### src/rtl/axis_vec_packer_pkg.sv
// Shared constants and types for the int8 -> 8-lane AXI-Stream vector packer.
package axis_vec_pkg;

  localparam int LANES  = 8;
  localparam int ELEM_W = 8;

  typedef logic [$clog2(LANES)-1:0]  lane_idx_t;
  typedef logic [15:0]               beat_t;
  typedef logic [LANES*ELEM_W-1:0]   vec_t;

  // Contiguous lane-valid mask covering lanes 0..last_lane.
  function automatic logic [LANES-1:0] keep_mask(lane_idx_t last_lane);
    logic [LANES-1:0] m;
    m = '0;
    for (int k = 0; k < LANES; k++) m[k] = (k <= int'(last_lane));
    return m;
  endfunction

endpackage

### src/rtl/axis_vec_packer_if.sv
// Packed-vector output stream: 8 int8 lanes with keep/last/user sideband.
interface axis_vec_packer_if;
  import axis_vec_pkg::*;

  vec_t             tdata;
  logic             tvalid;
  logic             tready;
  logic             tlast;
  logic [LANES-1:0] tkeep;
  logic             tuser;

  modport master (output tdata, tvalid, tlast, tkeep, tuser, input tready);
  modport slave  (input tdata, tvalid, tlast, tkeep, tuser, output tready);
endinterface

### src/rtl/axis_vec_packer_out_reg.sv
// Output holding register with valid/ready handshake for the vector packer.
// AXIS_VEC_PACKER_SOF_EN adds the registered start-of-vector (tuser) flag.
module axis_out_reg
  import axis_vec_pkg::*;
(
  input  logic             clock,
  input  logic             reset,
  input  logic             load,
  input  vec_t             load_data,
  input  logic [LANES-1:0] load_keep,
  input  logic             load_last,
`ifdef AXIS_VEC_PACKER_SOF_EN
  input  logic             load_user,
`endif
  output logic             can_load,
  axis_vec_packer_if.master out
);

  vec_t             data_p1;
  logic [LANES-1:0] keep_p1;
  logic             last_p1;
  logic             vld_p1;

  // Stage p1: beat held here until the consumer takes it.
  always_ff @(posedge clock) begin
    if (reset) begin
      vld_p1  <= 1'b0;
      data_p1 <= '0;
      keep_p1 <= '0;
      last_p1 <= 1'b0;
    end else if (load) begin
      vld_p1  <= 1'b1;
      data_p1 <= load_data;
      keep_p1 <= load_keep;
      last_p1 <= load_last;
    end else if (out.tready) begin
      vld_p1  <= 1'b0;
    end
  end

`ifdef AXIS_VEC_PACKER_SOF_EN
  logic user_p1;

  always_ff @(posedge clock) begin
    if (reset)     user_p1 <= 1'b0;
    else if (load) user_p1 <= load_user;
  end

  assign out.tuser = user_p1;
`else
  assign out.tuser = 1'b0;
`endif

  assign out.tdata  = data_p1;
  assign out.tkeep  = keep_p1;
  assign out.tlast  = last_p1;
  assign out.tvalid = vld_p1;
  assign can_load   = !vld_p1 || out.tready;

endmodule

### src/rtl/axis_vec_packer.sv
// Packs a stream of signed int8 elements into 8-lane beats, forcing a tlast
// after MAX_VEC_BEATS beats. AXIS_VEC_PACKER_SOF_EN enables the tuser SOF flag.
module axis_vec_packer
  import axis_vec_pkg::*;
#(
  parameter int MAX_VEC_BEATS = 256
) (
  input  logic                     clock,
  input  logic                     reset,
  input  logic signed [ELEM_W-1:0] io_in_tdata,
  input  logic                     io_in_tvalid,
  output logic                     io_in_tready,
  input  logic                     io_in_tlast,
  output logic [LANES*ELEM_W-1:0]  io_out_tdata,
  output logic                     io_out_tvalid,
  input  logic                     io_out_tready,
  output logic                     io_out_tlast,
  output logic [LANES-1:0]         io_out_tkeep,
  output logic                     io_out_tuser,
  output logic                     io_vec_split
);

  localparam int    BEAT_W    = $clog2(MAX_VEC_BEATS);
  localparam beat_t LAST_BEAT = beat_t'(MAX_VEC_BEATS - 1);

  axis_vec_packer_if out_bus ();

  lane_idx_t        lane_idx;
  vec_t             asm_p0;
  logic [BEAT_W-1:0] beat_cnt;
  logic             split_p1;
  logic             can_load, accept, full, beat_done, forced, beat_last;
  vec_t             beat_data;
  logic [LANES-1:0] beat_keep;

  // Lanes above lane_idx are always zero in asm_p0, so the merged beat
  // already carries zeroed unfilled lanes.
  always_comb begin
    accept    = io_in_tvalid && can_load;
    full      = (lane_idx == lane_idx_t'(LANES - 1));
    beat_done = accept && (full || io_in_tlast);
    forced    = full && !io_in_tlast && (beat_t'(beat_cnt) == LAST_BEAT);
    beat_last = io_in_tlast || forced;
    beat_data = asm_p0;
    beat_data[lane_idx*ELEM_W +: ELEM_W] = io_in_tdata;
    beat_keep = keep_mask(lane_idx);
  end

  // Stage p0: lane assembly and per-vector beat counting.
  always_ff @(posedge clock) begin
    if (reset) begin
      lane_idx <= '0;
      asm_p0   <= '0;
      beat_cnt <= '0;
      split_p1 <= 1'b0;
    end else begin
      split_p1 <= beat_done && forced;
      if (beat_done) begin
        lane_idx <= '0;
        asm_p0   <= '0;
        beat_cnt <= beat_last ? '0 : beat_cnt + 1'b1;
      end else if (accept) begin
        lane_idx <= lane_idx + 1'b1;
        asm_p0   <= beat_data;
      end
    end
  end

`ifdef AXIS_VEC_PACKER_SOF_EN
  logic sof_p0;

  always_ff @(posedge clock) begin
    if (reset)          sof_p0 <= 1'b1;
    else if (beat_done) sof_p0 <= beat_last;
  end
`endif

  axis_out_reg u_out_reg (
    .clock     (clock),
    .reset     (reset),
    .load      (beat_done),
    .load_data (beat_data),
    .load_keep (beat_keep),
    .load_last (beat_last),
`ifdef AXIS_VEC_PACKER_SOF_EN
    .load_user (sof_p0),
`endif
    .can_load  (can_load),
    .out       (out_bus.master)
  );

  assign out_bus.tready = io_out_tready;
  assign io_in_tready   = can_load;
  assign io_out_tdata   = out_bus.tdata;
  assign io_out_tvalid  = out_bus.tvalid;
  assign io_out_tlast   = out_bus.tlast;
  assign io_out_tkeep   = out_bus.tkeep;
  assign io_out_tuser   = out_bus.tuser;
  assign io_vec_split   = split_p1;

endmodule
### config.mk
export PLATFORM = sky130hd
export DESIGN_NAME = axis_vec_packer
export DESIGN_NICKNAME = d
export VERILOG_FILES = /design/src/rtl/axis_vec_packer_pkg.sv /design/src/rtl/axis_vec_packer_if.sv /design/src/rtl/axis_vec_packer_out_reg.sv /design/src/rtl/axis_vec_packer.sv
export SDC_FILE = /design/constraint.sdc
export NUM_CORES = 1
export LEC_CHECK = 0
export CELL_PAD_IN_SITES_DETAIL_PLACEMENT = 0
export CELL_PAD_IN_SITES_GLOBAL_PLACEMENT = 1
export CORE_MARGIN = 3
export CORE_UTILIZATION = 43
export CTS_CLUSTER_SIZE = 20
export DETAILED_ROUTE_END_ITERATION = 16
export PLACE_DENSITY = 0.88
export SETUP_SLACK_MARGIN = 0.15
export SYNTH_ARGS = -nofsm -noshare
export SYNTH_HDL_FRONTEND = slang
export SYNTH_HIERARCHICAL = 1
export SYNTH_SLANG_ARGS = --single-unit
### constraint.sdc
create_clock -name clock -period 3.5 [get_ports clock]
set_input_delay 0.7 -clock clock [delete_from_list [all_inputs] [get_ports clock]]
set_output_delay 0.7 -clock clock [all_outputs]
set_load 0.005 [all_outputs]
==> results.txt, run 1 <==
status = finished, final reports clean
Slew headroom = 43.9%
count of cell types in the netlist = 44
crit-path max cell delay = 670 ps
# setup viols final = 0
Die W = 132 um
DP Wirelength = 10.7 mm
CP max-delay cell = dfxtp_1
# DRC = 0
M3 GR Usage = 4.48%
first-pass GRT wire length = 25.9 mm
Max rail drop VDD = 0.000358 V
crit path kind = register to register
Final Hold Vio Count = 0
most common cell after layout, fill and taps aside = dfxtp_1
crit-path cells = inv_1, ha_1, ha_1, o31a_1, nand2_1, mux2_2, mux2i_1, nor2_1
die span in y = 132 um
Final period util = 88.2%
CTS resizes = 0
CP required = 3770 ps
Pwr Density = 483 nW/um2
CTS Hold Bufs = 0
core area = 15300 um2
PnR Total Power = 4.07 mW
GP Congestion = 0.876
total number of vias = 5016
Worst Hold Class = register to register
M1 GR Usage = 22.7%
max-slew violation count = 0
largest net degree at the start of global routing = 80
Routed wire per std cell = 15.9 um
met2 Usage GRT = 30.9%
total leakage power = 3.09 nW
IO Pins = 90
Die ar. = 17300 um2
Clock transition at path regs = 60 ps
# rows = 45
share of cells above drive strength 1 = 14.0%
Max Cap Viol = 0
Crit path max-delay family = adder cells
vias in the first global route = 5112
setup_tns = 0 ps
Ant. Diodes = 0
initial antenna violation count = 0
pre-CTS WS = 428 ps
clock tree sinks = 150
Post CTS Setup Buffer Count = 0
Initial Util = 44.4%
min Tclk post-route = 3090 ps
unrepaired setup endpoints after global routing = no
Antenna Nets Post-Route = 0
H-tree depth = 4
Tot GR Track Use = 18.4%
vias per cell = 5.06
drt first pass iters = 7
Syn Area/Cell = 9.86 um2
gr ovfl total = 0
CTS root buf = clkbuf_16
Top Usage Layer GRT = met2
post-route core utilization = 55.1%
Worst Tran Pin Value = 842 ps
CTS tree = done
most frequent cells in the layout = 150 x dfxtp_1, 145 x nor2_1, 121 x mux2i_1, 87 x clkdlybuf4s50_1, 44 x nand2_1
register area share after synthesis = 44.2%
Most Frequent Cell on Critical Path = ha_1
#FFs+latches synth = 150
Num CTS Buffers = 17
maximum root-to-sink buffer count = 2
Setup WS post-layout = 413 ps
worst-path maximum fanout = 16
Max Fclk = 324 MHz
Worst-Skew Late Latency = 420 ps
clock skew = 6.50 ps
Port Buf Inserts = 88
worst path bufs/invs = 1
Post-Synthesis Cells = 689
crit end category = register
Worst setup SP type = register
initial DRC count = 360
Post-Syn Area = 6800 um2
nets = 791
Routed WL = 15.8 mm
P&R area growth vs syn = 24.1%
Yosys warnings = 6
WP data arrival = 3360 ps
syn_nets = 711
-- stage by stage --
step / instances / instance area [um2] / hold slack (ps)
after detailed placement: 961 / 7770 / 446
after floorplan: 689 / 6800 / 429
after global placement: 961 / 7770 / 440
final: 992 / 8440 / 456
after global routing: 992 / 8440 / 484
after CTS: 992 / 8440 / 461
-- path summary, 6_finish.rpt --
check,from,end,slack [ps],depth (start not counted)
worst min register to register,asm_p0[36],asm_p0[36],460,2
worst max-delay path,lane_idx[0],u_out_reg/out.tdata[10],410,8
worst min-delay path,asm_p0[36],asm_p0[36],460,2
worst max register to register,lane_idx[0],u_out_reg/out.tdata[10],410,8
-- tightest hold or removal path, delay by kind of cell (launching register included) --
family / cells / cell delay, ps
compound gates: 1 / 50
flops: 1 / 310
simple gates: 1 / 50
-- cells in the mapped netlist --
cell type,number,area share (%)
mux2i_1,121,18
nand2_1,45,2.5
nor2b_1,2,0.18
nand3_1,13,0.96
and3b_1,1,0.13
nor3b_1,2,0.22
mux2_2,35,5.8
nor4_1,3,0.28
a21boi_0,1,0.11
o21ai_0,15,1.1
o21a_1,8,0.88
buf_6,3,0.50
buf_2,10,0.74
nand2b_1,1,0.092
nor4_2,1,0.18
and3_4,2,0.33
and2_1,24,2.2
and3_1,3,0.28
o31a_1,2,0.26
ha_1,9,1.7
xnor2_1,3,0.39
nor2_1,145,8.0
o211ai_1,1,0.11
inv_1,7,0.39
clkbuf_1,8,0.44
buf_4,2,0.22
nor2_2,3,0.28
o31ai_1,1,0.11
nor3_4,4,0.96
buf_12,6,1.8
nor3_1,1,0.074
or2_2,3,0.28
buf_1,7,0.39
nor3_2,1,0.15
nand3b_1,1,0.11
or3_1,1,0.092
a32o_1,1,0.15
nand4_1,4,0.37
xor2_1,3,0.39
dfxtp_1,150,44
mux2_4,16,3.5
conb_1,2,0.11
inv_2,2,0.11
a21oi_1,16,1.2
-- kinds of logic after synthesis --
logic type | synth area share (%)
compound gates | 3.90
simple gates | 17.7
mux | 27.2
fa+ha+maj | 1.66
buf+inv | 4.55
flops | 44.2
other cells | 0.111
xor+xnor | 0.773
-- registers in the layout, summed over array words and instances, names as in the netlist --
name	count
asm_p0	64
beat_cnt	8
io_vec_split	1
lane_idx	3
u_out_reg/out.tdata	64
u_out_reg/out.tkeep	8
u_out_reg/out.tlast	1
u_out_reg/out.tvalid	1
-- power by group --
part           switching (mW)  internal [mW]  leakage (nW)
logic                   0.172          0.116          1.56
registers              0.0145           1.72          1.21
clock network           0.689           1.35         0.325
total                   0.876           3.20          3.09
-- cell type report --
cell class / count / area [um2]
sequential: 150 / 3000
multi-input combinational: 494 / 3490
tap: 211 / 264
clock buffer: 23 / 498
timing repair buffer: 97 / 981
fill: 1376 / 6880
clock inverter: 8 / 168
inverter: 9 / 36.3
-- metal layers --
layer  up-vias  wire (um)
li1       2484          -
met1      2396       7080
met2       109       7700
met3        27        672
met4         0        337
met5         -          0
Note: power is estimated with default switching activity, not from simulation.
==> run 2, diff against run 1 <==
--- a/config.mk
+++ b/config.mk
@@ -7,11 +7,13 @@
 export LEC_CHECK = 0
 export CELL_PAD_IN_SITES_DETAIL_PLACEMENT = 0
 export CELL_PAD_IN_SITES_GLOBAL_PLACEMENT = 1
+export CORE_ASPECT_RATIO = 0.7
 export CORE_MARGIN = 3
 export CORE_UTILIZATION = 43
 export CTS_CLUSTER_SIZE = 20
 export DETAILED_ROUTE_END_ITERATION = 16
 export PLACE_DENSITY = 0.88
+export RECOVER_POWER = 100
 export SETUP_SLACK_MARGIN = 0.15
 export SYNTH_ARGS = -nofsm -noshare
 export SYNTH_HDL_FRONTEND = slang
==> run 2 against run 1 <==
Compared with the run above:
- power down 3.3%
- final cell count shrank 1.3%
- sequential power hardly changed
- combinational power hardly changed
- clock skew increased by 1.3 ps
- non-clock buffer count up 1
- critical path depth is 1 lower
- hold slack lost 0.82 ps
- maximum frequency is 1.9% higher
- first-iteration DRC count is 10% lower
- cell area down 0.89%
- global-route usage is 0.38 points higher
- critical path type unchanged
- largest power group unchanged
==> results.txt, run 2 (synthesized netlist as in run 1, its figures left out) <==
status = finished, final reports clean
CTS resizes = 0
FILL cells = 1336
Tot GR Track Use = 18.8%
Routed WL = 15.9 mm
H-tree depth = 4
vias per cell = 5.16
Crit path max-delay family = simple AND/OR/NAND/NOR gates
CTS root buf = clkbuf_16
min Tclk post-route = 3030 ps
vias in the first global route = 5201
Post CTS Setup Buffer Count = 0
WP data arrival = 3320 ps
CP max-delay cell = nor2_1
die span in y = 111 um
Die W = 156 um
max-slew violation count = 0
most frequent cells in the layout = 150 x dfxtp_1, 148 x nor2_1, 121 x mux2i_1, 77 x dlygate4sd3_1, 45 x nand2_1
Setup WS post-layout = 470 ps
share of cells above drive strength 1 = 13.4%
Die ar. = 17400 um2
Port Buf Inserts = 88
Initial Util = 45.0%
Final Hold Vio Count = 0
crit end category = register
Max Fclk = 330 MHz
initial antenna violation count = 0
worst path bufs/invs = 1
GP Congestion = 0.867
largest net degree at the start of global routing = 67
Worst-Skew Late Latency = 420 ps
Worst Hold Class = register to register
CTS Hold Bufs = 0
# setup viols final = 0
worst-path maximum fanout = 10
clock tree sinks = 150
initial DRC count = 323
Final period util = 86.6%
Slew headroom = 34.3%
most common cell after layout, fill and taps aside = dfxtp_1
Worst Tran Pin Value = 982 ps
clock skew = 7.81 ps
DP Wirelength = 11.0 mm
P&R area growth vs syn = 23.0%
Pwr Density = 471 nW/um2
# DRC = 0
PnR Total Power = 3.94 mW
crit-path cells = inv_1, ha_1, ha_1, o31ai_1, nor2_1, mux2i_1, nor2_1
Clock transition at path regs = 60 ps
Routed wire per std cell = 16.2 um
total number of vias = 5049
maximum root-to-sink buffer count = 2
drt first pass iters = 4
IO Pins = 90
Max rail drop VDD = 0.000384 V
gr ovfl total = 0
nets = 792
Worst setup SP type = register
Num CTS Buffers = 17
crit-path max cell delay = 790 ps
crit path kind = register to register
first-pass GRT wire length = 26.6 mm
total leakage power = 3.32 nW
CTS tree = done
core area = 15100 um2
setup_tns = 0 ps
unrepaired setup endpoints after global routing = no
Antenna Nets Post-Route = 0
pre-CTS WS = 627 ps
Max Cap Viol = 0
# rows = 37
CP required = 3790 ps
run 2: cell count changes in the layout (fill, tap and decap cells not counted), sizes merged:
| cell | change |
|---|---|
| buf | -2 |
| bufinv | -2 |
| clkbuf | -1 |
| clkdlybuf4s50 | -77 |
| clkinv | +2 |
| diode | +1 |
| dlygate4sd3 | +77 |
| inv | +5 |
run 2: metrics by stage:
step | area, um2 | instances | utilization, % | hold WS [ps]
finish | 8360 | 979 | 55.4 | 456
global route | 8360 | 978 | 55.4 | 475
CTS | 8380 | 978 | 55.5 | 460
detailed placement | 7760 | 946 | 51.4 | 446
global placement | 7760 | 946 | 51.4 | 439
floorplan | 6800 | 689 | - | 429
run 2: metal layers:
metal / vias up / global-route usage, % / wire, um
met3: 12 / 4.41 / 818
met1: 2412 / 25.9 / 7600
met5: - / 0 / 0
li1: 2502 / - / -
met4: 0 / 5.48 / 163
met2: 123 / 29.2 / 7320
run 2: layout make-up:
class / instances / area, um2 / share of cell area (%)
well taps: 195 / 244 / 2.92
diodes: 1 / 2.50 / 0.0299
repair buffers: 98 / 977 / 11.7
clock inverters: 13 / 169 / 2.02
flip-flops and latches: 150 / 3000 / 35.9
multi-input cells: 494 / 3480 / 41.6
clock buffers: 19 / 453 / 5.42
inverters: 9 / 36.3 / 0.434
run 2: path summary, 6_finish.rpt:
| kind | endpoint | cells after the start | slack [ps] | start |
|---|---|---|---|---|
| max | asm_p0[31] | 7 | 470 | lane_idx[1] |
| min | asm_p0[34] | 2 | 460 | asm_p0[34] |
| max reg2reg | asm_p0[31] | 7 | 470 | lane_idx[1] |
| min reg2reg | asm_p0[34] | 2 | 460 | asm_p0[34] |
run 2: power breakdown:
group / internal (mW) / leakage (nW) / switching, mW / total, mW
registers: 1.72 / 1.21 / 0.00947 / 1.73
clock network: 1.17 / 0.305 / 0.741 / 1.91
logic: 0.112 / 1.81 / 0.178 / 0.290
total: 3.01 / 3.32 / 0.928 / 3.94
run 2: worst min-delay path, delay by kind of cell (launching register included):
family           cells  cell delay [ps]
flip-flops           1              310
AND/OR/NAND/NOR      1               50
AO/OA/AOI/OAI        1               50
==> run 3, diff against run 2 <==
==> constraint.sdc (replaced) <==
create_clock -name clock -period 2.8 [get_ports clock]
set_input_delay 0.56 -clock clock [delete_from_list [all_inputs] [get_ports clock]]
set_output_delay 0.56 -clock clock [all_outputs]
set_load 0.005 [all_outputs]
==> run 3 against run 2 <==
Compared with the run above:
- wire length increased by 0.69%
- power up 27%
- cell area rose by 0.96%
- largest cell class unchanged
==> results.txt, run 3 (synthesized netlist as in run 1, its figures left out) <==
# DRC = 0
Slew headroom = 54.4%
crit path kind = input pin to output pin
# rows = 37
die span in y = 111 um
Final period util = 90.4%
crit-path cells = clkdlybuf4s50_1, nand2b_1, dlygate4sd3_1
core area = 15100 um2
min Tclk post-route = 2530 ps
Max Fclk = 395 MHz
Num CTS Buffers = 17
CTS resizes = 0
hold path start = asm_p0[37]
nets = 801
drt first pass iters = 5
NetSw = 1.13 mW
total leakage power = 3.39 nW
Max Cap Viol = 0
Final Hold Vio Count = 0
Die ar. = 17400 um2
max-slew violation count = 0
maximum root-to-sink buffer count = 2
vias per cell = 5.18
Max rail drop VDD = 0.000380 V
worst path bufs/invs = 2
Initial Util = 45.0%
sequential share of power = 43.3%
DP Wirelength = 11.0 mm
Die W = 156 um
Post CTS Setup Buffer Count = 0
Int Pwr = 3.87 mW
GP Congestion = 0.787
crit-path max cell delay = 670 ps
Port Buf Inserts = 88
initial DRC count = 359
CP max-delay cell = dlygate4sd3_1
IO Pins = 90
worst r2r src = lane_idx[0]
CTS root buf = clkbuf_16
setup_tns = 0 ps
Clock transition at path regs = 60 ps
total number of vias = 5108
unrepaired setup endpoints after global routing = no
Pwr Density = 592 nW/um2
crit path launch = io_out_tready
CTS tree = done
Ant. Diodes = 0
power share of the combinational group = 7.5%
Worst Hold Class = register to register
fin area = 8440 um2
H-tree depth = 4
WP data arrival = 1970 ps
sw frac = 22.6%
Worst setup SP type = input pin
share of total power in the clock network = 49.2%
worst-path maximum fanout = 8
CTS Hold Bufs = 0
first-pass GRT wire length = 25.9 mm
most frequent cells in the layout = 150 x dfxtp_1, 145 x nor2_1, 121 x mux2i_1, 76 x dlygate4sd3_1, 44 x nand2_1
gr ovfl total = 0
largest net degree at the start of global routing = 67
Worst Tran Pin Value = 683 ps
Tot GR Track Use = 18.4%
vias in the first global route = 5060
# setup viols final = 0
CP required = 2240 ps
crit end category = output pin
Antenna Nets Post-Route = 0
Placed Instance Area = 7810 um2
clock tree sinks = 150
initial antenna violation count = 0
clock skew = 7.75 ps
most common cell after layout, fill and taps aside = dfxtp_1
status = finished, final reports clean
Crit path max-delay family = buffers and inverters
Worst-Skew Late Latency = 410 ps
Routed WL = 16.0 mm
share of cells above drive strength 1 = 14.5%
Routed wire per std cell = 16.2 um
P&R area growth vs syn = 24.2%
run 3: changes by cell type in the layout (fill, tap and decap cells not counted), sizes merged:
cell,before,now
buf,8,20
clkinv,4,6
diode,1,0
clkbuf,22,21
dlygate4sd3,77,76
bufinv,3,4
inv,14,9
clkdlybuf4s50,10,11
run 3: through the flow:
step                instances  util, %  power [mW]  worst slack, ps  hold WS (ps)
finish                    987     55.9        5.00              268           456
global route              987     55.9        5.16              152           474
CTS                       987     56.0        5.04              303           459
detailed placement        955     51.8        2.59              175           447
global placement          955     51.8        2.58              256           436
floorplan                 689        -        2.48              240           429
run 3: power by group through the flow:
stage,clock [mW],sequential [mW],combinational (mW)
floorplan,0,2.21,0.263
global placement,0,2.21,0.369
detailed placement,0,2.21,0.378
CTS,2.49,2.17,0.381
global route,2.59,2.17,0.407
finish,2.46,2.17,0.374
run 3: per-layer routing:
layer	global-route usage [%]	vias to the layer above	part of all wire, %
met5	0	-	0
met4	4.90	0	1.5
met3	3.94	19	3.4
met2	28.7	104	46
met1	25.7	2461	49
li1	-	2524	-
run 3: layout make-up:
type / count / area (um2)
Timing Repair Buffer: 107 / 1040
Clock inverter: 11 / 173
Tap cell: 195 / 244
Multi-Input combinational cell: 494 / 3470
Inverter: 9 / 36.3
Sequential cell: 150 / 3000
Fill cell: 1312 / 6650
Clock buffer: 21 / 470
run 3: path summary, 6_finish.rpt:
path                                  end  slack (ps)  cells past startpoint
setup / recovery             io_in_tready         270                      3
hold reg to reg                asm_p0[37]         460                      2
setup reg to reg  u_out_reg/out.tdata[33]         350                      8
hold / removal                 asm_p0[37]         460                      2
run 3: worst reg2reg max path, stage by stage, from the launching register on:
cell and delay, ps:
dfxtp_1 350, inv_1 90, ha_1 250, ha_1 370
o21a_1 180, and2_0 470, mux2_2 400, mux2i_1 180
nor2_1 60
